<file path="config.mk">
export PLATFORM = sky130hd
export DESIGN_NAME = multicycle_control_unit_flat
export DESIGN_NICKNAME = d
export VERILOG_FILES = /design/src/rtl/multicycle_control_unit_if.sv /design/src/rtl/multicycle_control_unit.sv /design/src/flat_wrapper.sv
export SDC_FILE = /design/constraint.sdc
export NUM_CORES = 1
export LEC_CHECK = 0
export ABC_CLOCK_PERIOD_IN_PS = 1600
export CAP_MARGIN = 20
export CORE_MARGIN = 2
export CORE_UTILIZATION = 42
export DETAILED_ROUTE_END_ITERATION = 10
export HOLD_SLACK_MARGIN = 0.06
export PLACE_DENSITY = 0.75
export SLEW_MARGIN = 10
export SYNTH_ARGS = -nofsm -noshare
export SYNTH_HDL_FRONTEND = slang
export SYNTH_SLANG_ARGS = --single-unit
</file>
<file path="constraint.sdc">
create_clock -name clk -period 1.6 [get_ports clk]
set_input_delay 0.16 -clock clk [delete_from_list [all_inputs] [get_ports clk]]
set_output_delay 0.16 -clock clk [all_outputs]
set_load 0.005 [all_outputs]
</file>
<file path="src/rtl/multicycle_control_unit_if.sv">
// rtl/multicycle_control_unit_if.sv - instruction/memory handshake and datapath strobe bundle
// master: the control unit; slave: the instruction register, memory and datapath side.
interface multicycle_control_unit_if #(
  parameter int ALUOP_W = 2,
  parameter int CNT_W   = 16
);
  logic               instr_valid;
  logic [6:0]         instr_opcode;
  logic               mem_ready;
  logic               IRWrite;
  logic               PCWrite;
  logic               Branch;
  logic               MemRead;
  logic               MemWrite;
  logic               MemtoReg;
  logic [ALUOP_W-1:0] ALUOp;
  logic               ALUSrc;
  logic               RegWrite;
  logic               illegal_op;
  logic               busy;
  logic [CNT_W-1:0]   retired;

  modport master (
    input  instr_valid, instr_opcode, mem_ready,
    output IRWrite, PCWrite, Branch, MemRead, MemWrite, MemtoReg,
           ALUOp, ALUSrc, RegWrite, illegal_op, busy, retired
  );

  modport slave (
    output instr_valid, instr_opcode, mem_ready,
    input  IRWrite, PCWrite, Branch, MemRead, MemWrite, MemtoReg,
           ALUOp, ALUSrc, RegWrite, illegal_op, busy, retired
  );
endinterface

</file>
<file path="src/rtl/multicycle_control_unit.sv">
// rtl/multicycle_control_unit.sv - RV32 multi-cycle FETCH/DECODE/EXEC/MEM/WB sequencer
// Define MCU_ITYPE_EN to accept OP-IMM (0010011); otherwise it decodes as illegal.
module multicycle_control_unit #(
  parameter int ALUOP_W = 2,
  parameter int CNT_W   = 16
) (
  input  logic                      clk,
  input  logic                      reset,
  multicycle_control_unit_if.master bus
);
  typedef enum logic [2:0] {FETCH, DECODE, EXEC, MEM, WB} state_t;

  localparam logic [6:0] OP_R      = 7'b0110011;
  localparam logic [6:0] OP_LOAD   = 7'b0000011;
  localparam logic [6:0] OP_STORE  = 7'b0100011;
  localparam logic [6:0] OP_BRANCH = 7'b1100011;
`ifdef MCU_ITYPE_EN
  localparam logic [6:0] OP_IMM    = 7'b0010011;
`endif

  state_t             state, state_nxt;
  logic [6:0]         opcode_q;
  logic [CNT_W-1:0]   retired_q;
  logic               retire;
  logic               is_r, is_load, is_store, is_branch, is_imm, legal;
  logic               irw, pcw, br, mr, mw, m2r, src, rw, ill;
  logic [ALUOP_W-1:0] aluop;

  assign is_r      = (opcode_q == OP_R);
  assign is_load   = (opcode_q == OP_LOAD);
  assign is_store  = (opcode_q == OP_STORE);
  assign is_branch = (opcode_q == OP_BRANCH);
`ifdef MCU_ITYPE_EN
  assign is_imm    = (opcode_q == OP_IMM);
`else
  assign is_imm    = 1'b0;
`endif
  assign legal     = is_r | is_load | is_store | is_branch | is_imm;

  always_ff @(posedge clk or negedge reset) begin
    if (!reset) begin
      state     <= FETCH;
      opcode_q  <= '0;
      retired_q <= '0;
    end else begin
      state <= state_nxt;
      if (state == FETCH && bus.instr_valid)
        opcode_q <= bus.instr_opcode;
      if (retire)
        retired_q <= retired_q + CNT_W'(1);
    end
  end

  always_comb begin
    state_nxt = state;
    retire    = 1'b0;
    irw       = 1'b0;
    pcw       = 1'b0;
    br        = 1'b0;
    mr        = 1'b0;
    mw        = 1'b0;
    m2r       = 1'b0;
    src       = 1'b0;
    rw        = 1'b0;
    ill       = 1'b0;
    aluop     = '0;
    case (state)
      FETCH: begin
        irw = bus.instr_valid;
        if (bus.instr_valid)
          state_nxt = DECODE;
      end
      DECODE: begin
        if (legal) begin
          state_nxt = EXEC;
        end else begin
          ill       = 1'b1;
          pcw       = 1'b1;
          state_nxt = FETCH;
        end
      end
      EXEC: begin
        if (is_branch) begin
          aluop     = ALUOP_W'(2'b01);
          br        = 1'b1;
          pcw       = 1'b1;
          retire    = 1'b1;
          state_nxt = FETCH;
        end else if (is_load || is_store) begin
          src       = 1'b1;
          state_nxt = MEM;
        end else if (is_imm) begin
          src       = 1'b1;
          aluop     = ALUOP_W'(2'b11);
          state_nxt = WB;
        end else begin
          aluop     = ALUOP_W'(2'b10);
          state_nxt = WB;
        end
      end
      MEM: begin
        // Request stays up until the memory acknowledges.
        src = 1'b1;
        mr  = is_load;
        mw  = is_store;
        if (bus.mem_ready) begin
          if (is_store) begin
            pcw       = 1'b1;
            retire    = 1'b1;
            state_nxt = FETCH;
          end else begin
            state_nxt = WB;
          end
        end
      end
      WB: begin
        rw        = 1'b1;
        m2r       = is_load;
        pcw       = 1'b1;
        retire    = 1'b1;
        state_nxt = FETCH;
      end
      default: state_nxt = FETCH;
    endcase
  end

  // Gated by reset so strobes (incl. the Mealy IRWrite) drop the instant reset asserts.
  assign bus.IRWrite    = reset & irw;
  assign bus.PCWrite    = reset & pcw;
  assign bus.Branch     = reset & br;
  assign bus.MemRead    = reset & mr;
  assign bus.MemWrite   = reset & mw;
  assign bus.MemtoReg   = reset & m2r;
  assign bus.ALUSrc     = reset & src;
  assign bus.RegWrite   = reset & rw;
  assign bus.illegal_op = reset & ill;
  assign bus.ALUOp      = reset ? aluop : '0;
  assign bus.busy       = reset & (state != FETCH);
  assign bus.retired    = retired_q;
endmodule

</file>
<file path="src/flat_wrapper.sv">
// flat-port wrapper written by rule: the top's interface ports become plain ports
module multicycle_control_unit_flat 
#(
  parameter int ALUOP_W = 2,
  parameter int CNT_W   = 16
)
  (clk, reset, bus_instr_valid, bus_instr_opcode, bus_mem_ready, bus_IRWrite, bus_PCWrite, bus_Branch, bus_MemRead, bus_MemWrite, bus_MemtoReg, bus_ALUOp, bus_ALUSrc, bus_RegWrite, bus_illegal_op, bus_busy, bus_retired);
  multicycle_control_unit_if #(.ALUOP_W(ALUOP_W), .CNT_W(CNT_W)) bus_i ();
  input  logic clk;
  input  logic reset;
  input wire logic [$bits(bus_i.instr_valid)-1:0] bus_instr_valid;
  input wire logic [$bits(bus_i.instr_opcode)-1:0] bus_instr_opcode;
  input wire logic [$bits(bus_i.mem_ready)-1:0] bus_mem_ready;
  output wire logic [$bits(bus_i.IRWrite)-1:0] bus_IRWrite;
  output wire logic [$bits(bus_i.PCWrite)-1:0] bus_PCWrite;
  output wire logic [$bits(bus_i.Branch)-1:0] bus_Branch;
  output wire logic [$bits(bus_i.MemRead)-1:0] bus_MemRead;
  output wire logic [$bits(bus_i.MemWrite)-1:0] bus_MemWrite;
  output wire logic [$bits(bus_i.MemtoReg)-1:0] bus_MemtoReg;
  output wire logic [$bits(bus_i.ALUOp)-1:0] bus_ALUOp;
  output wire logic [$bits(bus_i.ALUSrc)-1:0] bus_ALUSrc;
  output wire logic [$bits(bus_i.RegWrite)-1:0] bus_RegWrite;
  output wire logic [$bits(bus_i.illegal_op)-1:0] bus_illegal_op;
  output wire logic [$bits(bus_i.busy)-1:0] bus_busy;
  output wire logic [$bits(bus_i.retired)-1:0] bus_retired;
  assign bus_i.instr_valid = bus_instr_valid;
  assign bus_i.instr_opcode = bus_instr_opcode;
  assign bus_i.mem_ready = bus_mem_ready;
  assign bus_IRWrite = bus_i.IRWrite;
  assign bus_PCWrite = bus_i.PCWrite;
  assign bus_Branch = bus_i.Branch;
  assign bus_MemRead = bus_i.MemRead;
  assign bus_MemWrite = bus_i.MemWrite;
  assign bus_MemtoReg = bus_i.MemtoReg;
  assign bus_ALUOp = bus_i.ALUOp;
  assign bus_ALUSrc = bus_i.ALUSrc;
  assign bus_RegWrite = bus_i.RegWrite;
  assign bus_illegal_op = bus_i.illegal_op;
  assign bus_busy = bus_i.busy;
  assign bus_retired = bus_i.retired;
  multicycle_control_unit #(.ALUOP_W(ALUOP_W), .CNT_W(CNT_W)) u_core (.clk(clk), .reset(reset), .bus(bus_i));
endmodule
</file>
==> key figures <==
Run status
  • Status: finished with violations
  • Failing checks: setup timing

Logic synthesis
  • Synth Flop Type: dfrtp_1
  • Cell with the most instances after synthesis: dfrtp_1
  • Syn Area/Cell: 10.5 sq um
  • Synth Area in Simple Gates: 24.3%
  • Ys async rst share: 100%
  • Syn_nets: 140
  • Post-synth top area share: 48.5%
  • Post-synthesis mux area share: 4.19%
  • Yosys top cell by area: dfrtp_1
  • Most frequent cells after synthesis: 26 x dfrtp_1, 15 x nand2_1, 10 x xor2_1
  • YS warnings: 0
  • Main combinational cell family by area after synthesis: simple AND/OR/NAND/NOR gates
  • Seq/Total Area, Yosys: 48.5%
  • Ranking of synthesized cells by area: dfrtp_1 48%, xor2_1 6.5%, mux2_2 4.2%
  • Synth Area in Compound Gates: 8.67%
  • Adder-cell share of the synthesized area: 0.932%
  • Post-synth EDFFs: 0
  • Post-synthesis cell count: 128
  • XOR/XNOR Fraction of Synth Area: 9.79%
  • Synthesized area: 1340 sq um
  • Yosys cell types: 34
  • Synth Register Bits: 26

Die
  • Die Wd: 60.5 microns
  • Starting Density: 44.0%
  • Die Area: 3660 sq um
  • Core area: 3050 sq um
  • IO Pins: 39
  • Die Height: 60.5 microns
  • Row cnt: 20

Finish
  • Fin util: 77.8%
  • Final Net Count: 227
  • FILL cells: 193
  • Inserted Diodes: 0
  • Fraction of layout cells with a size suffix above 1: 48.4%
  • Layout area overhead: 77.0%
  • Post-route cell area: 2380 sq um
  • Post-Layout Cell Count: 257

Routing
  • Vias: 1389
  • Routed Antenna Nets: 0
  • Drt total wl: 4.54 mm
  • Vias per cell: 5.40
  • DRT Pass-1 Iters: 4
  • Drt drc: 0
  • Routed wire length per instance: 17.7 microns
  • DR iter-0 viols: 82

Clocking
  • CTS Buf Count: 3
  • Sink Count: 26
  • Clock Tree Root: clkbuf_4
  • Clk buf depth: 2
  • Worst skew pair latency: 0.32 ns
  • Worst-path clk slew: 0.13 ns
  • TritonCTS clock tree: built
  • H-tree levels: 1

Setup path
  • RR Endpoint: u_core.bus.retired[14]
  • Worst path arrival time: 1.79 ns
  • Startpoint types: flop
  • Kind of cell adding the most delay to the critical path: simple AND/OR/NAND/NOR gates
  • CP Max Fanout: 3
  • Worst path required time: 1.44 ns
  • Critical Path End Type: output port
  • Critical path's slowest cell: dfrtp_1
  • R2R depth: 8
  • CP max stage delay: 0.40 ns
  • WS Path Type: flop to output port
  • R2r setup slk: -0.31 ns
  • Worst r2r src: u_core.state[0]
  • Worst path cell trace: and4bb_1 -> and2b_2 -> buf_6 -> nand4_1 -> nor3_2 -> buf_2
  • Buf/Inv on CP: 2

Global routing
  • Antenna violations before repair: 0
  • GR Overflow Total: 0
  • First-pass GRT wire length: 6.20 mm
  • Maximum number of pins on one net before global-route repair: 20
  • GRT Overall Usage: 22.9%
  • Vias in the first global route: 1331

Run
  • Maxcap violations: 0

Place
  • Placed cell area: 1960 sq um
  • Routability cong.: 0.833
  • Place WS: -0.389 ns
  • Port Buffers: 38
  • HPWL after DPL: 2.63 mm
  • Placed cells: 234

Power and ir drop
  • Power Density: 786 nW/um^2
  • Total chip power: 1.87 mW
  • P_leak: 1.16 nW
  • VDD IR max: 0.715 mV

Timing
  • Final worst setup slack: -0.352 ns
  • Fmax: 512 MHz
  • Max Slew Vio Count: 0
  • Min Tclk post-route: 1.95 ns
  • Worst-Margin Slew: 0.563 ns
  • Max_slew headroom: 62.4%
  • Worst hold slack: 0.258 ns
  • Final setup fails: 28
  • Setup_tns: -5.82 ns
  • Setup repair after global routing missed its margin: true
  • Final worst-path cycle share: 122%
  • Clock Skew: 0.00209 ns
  • Final Hold Viols: 0

Worst hold path
  • Worst min path class: primary input to asynchronous set/reset pin
==> power by group <==
group	internal [mW]	switching, mW	leakage (nW)
logic	0.422	0.341	0.801
registers	0.735	0.0874	0.341
clock network	0.0885	0.193	0.0138
total	1.24	0.622	1.16
==> layout by cell type, fill, tap and decap left out, types with 4 or more instances in the layout <==
| cell type | count |
|---|---|
| buf_4 | 36 |
| buf_6 | 12 |
| nor3_2 | 4 |
| clkdlybuf4s50_1 | 26 |
| mux2_4 | 4 |
| o21ai_0 | 4 |
| dfrtp_1 | 24 |
| buf_2 | 9 |
| xor2_1 | 10 |
| xnor2_1 | 5 |
| nand2_1 | 12 |
| nand4_1 | 6 |
==> layer usage <==
| layer | GRT usage [%] | wire, microns | vias to the layer above |
|---|---|---|---|
| li1 | - | - | 628 |
| met1 | 28.4 | 1740 | 686 |
| met2 | 40.2 | 2420 | 59 |
| met3 | 5.33 | 238 | 16 |
| met4 | 5.90 | 133 | 0 |
| met5 | 0 | 0 | - |
==> cells by family (layout without fill, tap and decap cells) <==
logic type | Yosys count | in the layout
and+or+nand+nor | 56 | 56
DFF | 26 | 26
AOI/OAI and AO/OA | 16 | 16
xor gates and xnor gates | 15 | 15
buffers and inverters | 9 | 94
muxes | 5 | 5
adders and majority gates | 1 | 1
==> layout make-up <==
cell class | instances | area [sq um] | share of cell area [%]
timing repair buffer | 87 | 763 | 32.1
clock buffer | 3 | 22.5 | 0.948
tap | 44 | 55.1 | 2.32
sequential | 26 | 653 | 27.5
inverter | 4 | 22.5 | 0.948
multi-input combinational | 93 | 860 | 36.2
==> sequential cells by signal, summed over array words and instances (netlist names) <==
signal,cells
u_core.opcode_q,7
u_core.state,3
u_core.bus.retired,16
==> worst reg2reg max path, stage by stage, from the launching register on <==
cell and delay [ns]:
dfrtp_1 0.45, buf_4 0.17, nand3b_1 0.14, o21ai_1 0.17, a41oi_4 0.30, buf_8 0.22
buf_4 0.15, nor4_4 0.03, xor2_1 0.17
==> how the worst max path moves through the flow <==
stage | startpoint | end | slack [ns] | cells after the start
final | u_core.opcode_q[3] | bus_Branch | -0.35 | 6
after global routing | u_core.opcode_q[3] | bus_Branch | -0.42 | 6
after CTS | u_core.opcode_q[3] | bus_Branch | -0.25 | 6
after detailed placement | bus_mem_ready | u_core.bus.retired[6] | -0.39 | 7
after global placement | bus_mem_ready | bus_PCWrite | -0.28 | 6
after floorplan | u_core.opcode_q[3] | u_core.bus.retired[11] | -0.02 | 7
==> repair_timing <==
item,in CTS,in global routing
gates cloned,0,1
pin swaps,14,15
gates resized for setup,80,34
hold buffers,0,0
buffers inserted,15,8
setup endpoints to repair,30,35
No activity file was read; power rests on OpenSTA's default activity.
